**src/rtl/up_axi_lite_bridge.sv**
```systemverilog
// Purpose: AXI4-Lite slave to up_* register bus bridge with independent read/write paths.
// Latency: valid sampled at N -> ready + up_*req at N+1; response one cycle after the ack (N+3 for 1-cycle core).
// Backpressure: one outstanding write and one outstanding read; ready held low until the response is taken.
//
// Ports
//   up_clk / up_rst         single clock, synchronous active-high reset
//   up_axi_aw* / up_axi_w*  write address and data, accepted together in one cycle
//   up_axi_b*               write response (OKAY, or SLVERR on core timeout)
//   up_axi_ar*              read address
//   up_axi_r*               read response and data (data forced to 0 outside rvalid)
//   up_wreq/up_waddr/up_wdata/up_wack   register-bus write: one-cycle request, address/data held
//   up_rreq/up_raddr/up_rdata/up_rack   register-bus read: one-cycle request, data valid with ack
//
// Byte lanes (wstrb) are ignored: every write is a full 32-bit word. The timeout counter is
// 16 bits and saturating, so TIMEOUT_CYCLES must lie in 1..65535.

module up_axi_lite_bridge #(
    parameter int AXI_ADDRESS_WIDTH = 14,
    parameter int TIMEOUT_CYCLES    = 255
) (
    input  logic                         up_clk,
    input  logic                         up_rst,

    // AXI4-Lite write address channel
    input  logic                         up_axi_awvalid,
    input  logic [15:0]                  up_axi_awaddr,
    output logic                         up_axi_awready,

    // AXI4-Lite write data channel
    input  logic                         up_axi_wvalid,
    input  logic [31:0]                  up_axi_wdata,
    input  logic [3:0]                   up_axi_wstrb,
    output logic                         up_axi_wready,

    // AXI4-Lite write response channel
    output logic                         up_axi_bvalid,
    output logic [1:0]                   up_axi_bresp,
    input  logic                         up_axi_bready,

    // AXI4-Lite read address channel
    input  logic                         up_axi_arvalid,
    input  logic [15:0]                  up_axi_araddr,
    output logic                         up_axi_arready,

    // AXI4-Lite read data channel
    output logic                         up_axi_rvalid,
    output logic [1:0]                   up_axi_rresp,
    output logic [31:0]                  up_axi_rdata,
    input  logic                         up_axi_rready,

    // register bus, write side
    output logic                         up_wreq,
    output logic [AXI_ADDRESS_WIDTH-1:0] up_waddr,
    output logic [31:0]                  up_wdata,
    input  logic                         up_wack,

    // register bus, read side
    output logic                         up_rreq,
    output logic [AXI_ADDRESS_WIDTH-1:0] up_raddr,
    input  logic [31:0]                  up_rdata,
    input  logic                         up_rack
);

    localparam logic [1:0] RESP_OKAY   = 2'b00;
    localparam logic [1:0] RESP_SLVERR = 2'b10;

    // The counter is cleared on entry to WAIT and reads j during the j-th WAIT cycle (first
    // WAIT cycle is the request cycle, j=0). Firing when it reads TIMEOUT_CYCLES-1 puts the
    // error response exactly TIMEOUT_CYCLES cycles after the request cycle.
    localparam logic [15:0] TIMEOUT_LAST = 16'(TIMEOUT_CYCLES - 1);

    typedef enum logic [1:0] {
        W_IDLE,
        W_WAIT,
        W_RESP
    } w_state_t;

    typedef enum logic [1:0] {
        R_IDLE,
        R_WAIT,
        R_RESP
    } r_state_t;

    w_state_t    w_state;
    r_state_t    r_state;
    logic [15:0] w_cnt;
    logic [15:0] r_cnt;

    // An ack seen in the request cycle itself belongs to nothing we issued; only acks from the
    // cycle after the request onward complete the access. up_wreq/up_rreq are registered and
    // high only during that first WAIT cycle, so they mark it.
    logic w_ack_ok;
    logic r_ack_ok;
    assign w_ack_ok = up_wack && !up_wreq;
    assign r_ack_ok = up_rack && !up_rreq;

    // Address byte-offset bits and byte strobes carry no information for word-wide registers.
    logic unused_bits;
    assign unused_bits = ^{up_axi_wstrb, up_axi_awaddr[1:0], up_axi_araddr[1:0]};

    // ------------------------------------------------------------------------
    // Write path
    // ------------------------------------------------------------------------
    always_ff @(posedge up_clk) begin
        if (up_rst) begin
            w_state        <= W_IDLE;
            w_cnt          <= 16'd0;
            up_axi_awready <= 1'b0;
            up_axi_wready  <= 1'b0;
            up_axi_bvalid  <= 1'b0;
            up_axi_bresp   <= RESP_OKAY;
            up_wreq        <= 1'b0;
            up_waddr       <= '0;
            up_wdata       <= 32'd0;
        end else begin
            // ready and request are single-cycle pulses
            up_axi_awready <= 1'b0;
            up_axi_wready  <= 1'b0;
            up_wreq        <= 1'b0;

            case (w_state)
                W_IDLE: begin
                    // address and data are only taken together; a lone AW or W just waits
                    if (up_axi_awvalid && up_axi_wvalid) begin
                        up_axi_awready <= 1'b1;
                        up_axi_wready  <= 1'b1;
                        up_wreq        <= 1'b1;
                        up_waddr       <= up_axi_awaddr[AXI_ADDRESS_WIDTH+1:2];
                        up_wdata       <= up_axi_wdata;
                        w_cnt          <= 16'd0;
                        w_state        <= W_WAIT;
                    end
                end

                W_WAIT: begin
                    // ack is tested first so an ack on the timeout cycle still reports OKAY
                    if (w_ack_ok) begin
                        up_axi_bvalid <= 1'b1;
                        up_axi_bresp  <= RESP_OKAY;
                        w_state       <= W_RESP;
                    end else if (w_cnt == TIMEOUT_LAST) begin
                        up_axi_bvalid <= 1'b1;
                        up_axi_bresp  <= RESP_SLVERR;
                        w_state       <= W_RESP;
                    end
                    if (w_cnt != 16'hFFFF) begin
                        w_cnt <= w_cnt + 16'd1;
                    end
                end

                W_RESP: begin
                    // late acks from a timed-out core land here and are dropped
                    if (up_axi_bready) begin
                        up_axi_bvalid <= 1'b0;
                        up_axi_bresp  <= RESP_OKAY;
                        w_state       <= W_IDLE;
                    end
                end

                default: begin
                    w_state <= W_IDLE;
                end
            endcase
        end
    end

    // ------------------------------------------------------------------------
    // Read path
    // ------------------------------------------------------------------------
    always_ff @(posedge up_clk) begin
        if (up_rst) begin
            r_state        <= R_IDLE;
            r_cnt          <= 16'd0;
            up_axi_arready <= 1'b0;
            up_axi_rvalid  <= 1'b0;
            up_axi_rresp   <= RESP_OKAY;
            up_axi_rdata   <= 32'd0;
            up_rreq        <= 1'b0;
            up_raddr       <= '0;
        end else begin
            up_axi_arready <= 1'b0;
            up_rreq        <= 1'b0;

            case (r_state)
                R_IDLE: begin
                    if (up_axi_arvalid) begin
                        up_axi_arready <= 1'b1;
                        up_rreq        <= 1'b1;
                        up_raddr       <= up_axi_araddr[AXI_ADDRESS_WIDTH+1:2];
                        r_cnt          <= 16'd0;
                        r_state        <= R_WAIT;
                    end
                end

                R_WAIT: begin
                    // up_rdata is only meaningful in the ack cycle, so capture it there
                    if (r_ack_ok) begin
                        up_axi_rvalid <= 1'b1;
                        up_axi_rresp  <= RESP_OKAY;
                        up_axi_rdata  <= up_rdata;
                        r_state       <= R_RESP;
                    end else if (r_cnt == TIMEOUT_LAST) begin
                        up_axi_rvalid <= 1'b1;
                        up_axi_rresp  <= RESP_SLVERR;
                        up_axi_rdata  <= 32'd0;
                        r_state       <= R_RESP;
                    end
                    if (r_cnt != 16'hFFFF) begin
                        r_cnt <= r_cnt + 16'd1;
                    end
                end

                R_RESP: begin
                    // rdata returns to 0 with rvalid so stale data never lingers on the bus
                    if (up_axi_rready) begin
                        up_axi_rvalid <= 1'b0;
                        up_axi_rresp  <= RESP_OKAY;
                        up_axi_rdata  <= 32'd0;
                        r_state       <= R_IDLE;
                    end
                end

                default: begin
                    r_state <= R_IDLE;
                end
            endcase
        end
    end

endmodule

```
**config.mk**
```make
export PLATFORM = sky130hd
export DESIGN_NAME = up_axi_lite_bridge
export DESIGN_NICKNAME = d
export VERILOG_FILES = /design/src/rtl/up_axi_lite_bridge.sv
export SDC_FILE = /design/constraint.sdc
export NUM_CORES = 1
export LEC_CHECK = 0
export BUFFER_PORTS_ARGS = -buffer_cell sky130_fd_sc_hd__buf_2
export CORE_MARGIN = 4
export CORE_UTILIZATION = 35
export DETAILED_ROUTE_END_ITERATION = 8
export PLACE_DENSITY = 0.62
export SYNTH_ARGS = -nofsm -noshare
export SYNTH_HDL_FRONTEND = slang
export SYNTH_SLANG_ARGS = --single-unit
```
**constraint.sdc**
```tcl
create_clock -name up_clk -period 1.5 [get_ports up_clk]
set_input_delay 0.15 -clock up_clk [delete_from_list [all_inputs] [get_ports up_clk]]
set_output_delay 0.15 -clock up_clk [all_outputs]
set_load 0.05 [all_outputs]
```
## Word-level counts from Yosys, hierarchy flattened

Cells that the tools add are included.

| word-level totals | value |
|---|---|
| register bits | 136 |
| output and inout port bits | 103 |

| cells by class | value |
|---|---|
| add/subtract/negate cells | 2 |
| eq/ne operators | 16 |
| muxes and demuxes | 34 |
| bitwise logic cells | 2 |
| reductions and logical operators | 21 |

Operators by type and width:

| kind | number |
|---|---|
| 2-to-1 mux 32 bit | 3 |
| 2-to-1 mux 16 bit | 4 |
| case mux 16 bit (2 select lines) | 2 |
| case mux 32 bit (2 select lines) | 1 |
| adder 16 x 1 -> 16 bit, second input constant | 2 |
| == test 16 x 8 -> 1 bit, second input constant | 2 |
| != test 16 bit, second input constant | 2 |
| 2-to-1 mux 2 bit | 10 |
| AND reduction 3 bit | 6 |
| != test 2 bit, second input constant | 6 |
| case mux 2 bit (3 select lines) | 2 |
| 2-to-1 mux 1 bit | 8 |
| case mux 2 bit (2 select lines) | 2 |
| nonzero test 2 bit | 4 |
| != test 3 bit, second input constant | 2 |
| == test 2 x 1 -> 1 bit, second input constant | 2 |
| == test 2 bit, second input constant | 2 |
| zero test 2 bit | 2 |
| case mux 1 bit (2 select lines) | 2 |
| AND reduction 2 bit | 2 |
| OR reduction 2 bit | 2 |
| logical AND 1 bit | 3 |
| zero test 1 bit | 2 |
| NOT 1 bit | 2 |

## Depth between registers and ports, before layout

| logic depth | value |
|---|---|
| word-level depth | 4 |
| mapped depth | 8 |
| depth with buffers taken out | 7 |

## Worst setup path before layout

Ideal clock, no wire load.

| timing | value |
|---|---|
| kind | register -> register |
| from | reg r_cnt[0] |
| to | reg r_cnt[6] |
| data arrival time | 1.514 ns |
| required time | 1.421 ns |
| path slack | -0.093 ns |
| stages on the path, launching flop included | 7 |
| path buffers | 0 |
| path through | dfxtp_1 -> ha_1 -> nand3_1 -> nor4_4 -> o21a_4 -> a21oi_2 -> a211oi_2 |

| on the way | value |
|---|---|
| cells in the longest elaborated chain, start to end | 3 |
| elaborated cells between the ends (all ways) | 6 |
| classes of those cells | add/sub: 1; eq/ne: 2; mux: 2; reduce/logical: 1 |

Ends and longest elaborated chain:

| element | line | source |
|---|---|---|
| from (decl) | 87 | `logic [15:0] r_cnt;` |
| from (signal assigned) | 209 | `r_cnt <= r_cnt + 16'd1;` |
| adder 16 x 1 -> 16 bit or != test 16 bit (tied branches) | 209, 208 |  |
| 2-to-1 mux 16 bit or != test 2 bit (tied branches) | -- |  |
| case mux 16 bit (2 select lines) or AND reduction 3 bit (tied branches) | -- |  |

Parallel ways exist; a longest one is shown, timed or not. The select of a mux whose other input is x is not followed.
A chain may end at the register's enable or synchronous reset.

## Final worst setup path

| timing | value |
|---|---|
| from | reg r_cnt[0] |
| to | reg up_axi_rdata[15] |

| on the way | value |
|---|---|
| cells in the longest elaborated chain, start to end | 3 |

Ends and longest elaborated chain:

| element | line | source |
|---|---|---|
| == test 16 x 8 -> 1 bit | 202 | `end else if (r_cnt == TIMEOUT_LAST) begin` |
| != test 3 bit (no source line) | -- |  |
| AND reduction 3 bit (no source line) | -- |  |
| to (signal assigned) | 200 | `up_axi_rdata <= up_rdata;` |
| to (decl) | 48 | `output logic [31:0] up_axi_rdata,` |

No other way between the ends.

==> summary.md <==
| Metric | Value |
|---|---|
| Clock sink count | 134 |
| Ys Warns | 0 |
| VDD IR max | 0.000895 V |
| Power density over cell area | 1020 mW/mm^2 |
| CTS HTree Levels | 4 |
| Number of buffer cells added on primary ports | 201 |
| Share of the synthesized area in compound gates (AO/OA/AOI/OAI) | 0.198 |
| Slowest-stage cell, CP | sky130_fd_sc_hd__dfxtp_4 |
| Most frequent standard cell in the layout excluding fill and tap cells | sky130_fd_sc_hd__buf_2 |
| Count of non-filler cells in the finished layout | 1,215 |
| Number of synthesized flops with an enable pin | 0 |
| Avg WL per Cell | 15.3 um |
| Fraction of power spent switching nets | 0.295 |
| Hold EP | up_raddr[8] |
| R2r worst-path depth | 8 |
| Setup slack after placement | -150 ps |
| Number of DRC violations after detailed-routing iteration 0 | 322 |
| Drt total wl | 18,600 um |
| Share of total power in sequential cells | 0.398 |
| CTS Root Buffer Type | sky130_fd_sc_hd__clkbuf_16 |
| Chain of cells forming the critical path | inv_2 -> ha_4 -> nor4b_4 -> and4_4 -> o21ai_4 -> clkbuf_16 -> a22oi_2 -> nor2_1 |
| Placer's final routability congestion estimate | 0.791 |
| Multiplexer area fraction after synthesis | 0.00485 |
| Final Hold Vio Count | 0 |
| DR DRC count | 0 |
| Source-to-sink clock delay at the later pin of the worst-skew pair | 420 ps |
| Nets | 1,127 |
| Clock tree skew after final layout | 14.4 ps |
| Worst Path Arrival | 2020 ps |
| Leakage power total | 3.98 nW |
| Number of unique standard cell types used by synthesis | 59 |
| Run status | finished with violations |
| Element type at the critical path start | flip-flop |
| Power spent charging and discharging nets | 0.00279 W |
| Period utilisation layout | 1.12 |
| Finish-stage setup viols | 50 |
| Synthesized cell area | 0.00542 mm^2 |
| Worst setup path class | flip-flop to flip-flop |
| Global-route usage over all layers | 0.195 |
| Slew Limit Fails | 0 |
| Setup WS post-layout | -178 ps |
| Reg2Reg Launch Point | r_cnt[0] |
| Diode count | 0 |
| Worst Min Path Start | up_axi_araddr[10] |
| Dominant combinational cell family by area after synthesis | simple AND/OR/NAND/NOR gates |
| Clock slew at the register clock pins of the worst setup and hold paths | 60 ps |
| Overflow left after global routing | 0 |
| Final ANT Viol Nets | 0 |
| Hold Worst Slack | 15.5 ps |
| Largest net degree at the start of global routing | 87 |
| Starting Density | 0.356 |
| Violations in the final reports | setup timing |
| Fill cells | 1,228 |
| CTS tree | built |
| Setup TNS | -4210 ps |
| Simple-Gate Fraction of Synth Area | 0.243 |
| WHS Path Cells | 3 |
| Tmin final | 1680 ps |
| Core region area | 0.0152 mm^2 |
| Finished Cell Area | 0.00927 mm^2 |
| Crit path required time | 1840 ps |
| Reg2reg setup slack | -180 ps |
| Internal power of the cells | 0.00667 W |
| Asr flop ratio synth | 0 |
| Vias in the first global route | 5,846 |
| Combinational share of power | 0.178 |
| Iteration count of the initial detailed-routing pass | 4 |
| Fraction of layout instances using a drive strength above 1 | 0.422 |
| HPWL Detailed | 10,900 um |
| Antenna violations before repair | 0 |
| Site Rows | 45 |
| Chip height | 132 um |
| Via density | 4.98 |
| Mean instance size in the synthesized netlist | 8.17 um^2 |
| Sequential share of the synthesized area | 0.495 |
| Achievable clock frequency | 596 MHz |
| Critical register-to-register path endpoint | up_axi_rdata[15] |
| CP endpoint kind | flip-flop |
| Highest-count cells in the layout ignoring fill and taps | sky130_fd_sc_hd__buf_2, sky130_fd_sc_hd__nand2_1, sky130_fd_sc_hd__dfxtp_1 |
| I/O pin count | 212 |
| Unrepaired setup endpoints after global routing | yes |
| Clock share of power | 0.424 |
| Cells after synthesis | 663 |
| Standard cell area after detailed placement | 0.00706 mm^2 |
| Area share of xor/xnor cells in the synthesized design | 0.00323 |
| Full die area | 0.0175 mm^2 |
| Class of the most critical hold timing path | input pin to flip-flop |
| Largest fanout on the critical path | 8 |
| Signed area change from the synthesized netlist to the final layout | 71.0% |
| Post-synth top flop | sky130_fd_sc_hd__dfxtp_1 |
| #FFs+latches synth | 134 |
| Wire length of the first global-routing pass | 28,400 um |
| Number of clock buffers inserted by TritonCTS | 17 |
| Number of maximum-capacitance constraint violations | 0 |
| Die width | 132 um |
| Total vias in the final route | 6,052 |
| Peak per-stage delay on the critical path | 360 ps |
| Adder-cell share of the synthesized area | 0.00924 |
| Number of cells in the design after placement | 1,069 |
| Max clock buf depth | 2 |
==> critical path, delay by kind of cell (launching register included) <==
family,cells,cell delay (ps)
AO/OA/AOI/OAI,2,370
adder cells (fa/ha/maj),1,140
buffers and inverters,2,280
flip-flops,1,360
AND/OR/NAND/NOR,3,460
==> timing repair <==
action / in CTS / in global routing
endpoints found under the hold margin: 91 / 0
setup buffers: 4 / 15
setup endpoints to repair: 66 / 67
hold buffers: 91 / 0
gates cloned: 1 / 3
resized for setup: 36 / 89
pin swaps: 20 / 36
==> metal layers <==
| metal | share of wire | track usage | routed length (um) | vias up |
|---|---|---|---|---|
| li1 | - | - | - | 3007 |
| met1 | 0.42 | 0.236 | 7850 | 2801 |
| met2 | 0.49 | 0.321 | 9100 | 201 |
| met3 | 0.060 | 0.0635 | 1120 | 43 |
| met4 | 0.029 | 0.0762 | 539 | 0 |
| met5 | 0 | 0 | 0 | - |
==> flip-flops by register name (all words and copies together), names as in the netlist, 2 cells and up <==
signal	flops
r_cnt	16
w_state	2
up_waddr	14
up_raddr	14
r_state	2
w_cnt	16
up_wdata	32
up_axi_rdata	32
==> how the worst max path moves through the flow <==
stage | slack, ps | to | startpoint
after floorplan | -40 | r_cnt[1] | r_cnt[1]
after global placement | -130 | r_cnt[10] | r_cnt[2]
after detailed placement | -150 | r_cnt[10] | r_cnt[2]
after CTS | -100 | r_cnt[1] | r_cnt[0]
after global routing | -240 | r_cnt[6] | r_cnt[0]
final | -180 | up_axi_rdata[15] | r_cnt[0]
==> cells in the mapped netlist, drive strengths merged, types with 7 or more instances <==
library cell / n / area (um^2)
nor3: 10 / 55.1
o21ai: 27 / 143
inv: 7 / 26.3
buf: 17 / 95.1
dfxtp: 134 / 2680
a31oi: 10 / 62.6
nand3: 18 / 95.1
nand2: 153 / 574
and3: 7 / 43.8
nor2: 57 / 221
clkbuf: 33 / 128
a22oi: 32 / 240
a21oi: 83 / 419
nand4: 10 / 75.1
==> cell type report <==
type	count	area, um^2	area share
well taps	188	235	0.0254
flip-flops and latches	134	2710	0.293
clock buffers	19	443	0.0478
clock inverters	13	120	0.0130
multi-input cells	473	2980	0.321
inverters	7	26.3	0.00284
repair buffers	381	2750	0.297
==> power groups by stage <==
stage,clock network [W],logic [W],registers [W]
final,0.00402,0.00168,0.00377
after global routing,0.00425,0.00179,0.00378
after CTS,0.00407,0.00154,0.00376
after detailed placement,0,0.00132,0.00384
after global placement,0,0.00131,0.00383
after floorplan,0,0.000454,0.00426
==> metrics by stage <==
step / utilization / total power (W)
2_1_floorplan: - / 0.00472
3_3_place_gp: 0.465 / 0.00515
3_5_place_dp: 0.465 / 0.00516
4_1_cts: 0.573 / 0.00937
5_1_grt: 0.610 / 0.00982
6_report: 0.610 / 0.00947
==> cell families after synthesis <==
| family | after synthesis |
|---|---|
| flops | 134 |
| fa+ha+maj | 4 |
| other cells | 1 |
| mux | 2 |
| simple gates | 287 |
| xor+xnor | 2 |
| compound gates | 176 |
| buf+inv | 57 |
No activity file was read; power rests on OpenSTA's default activity.
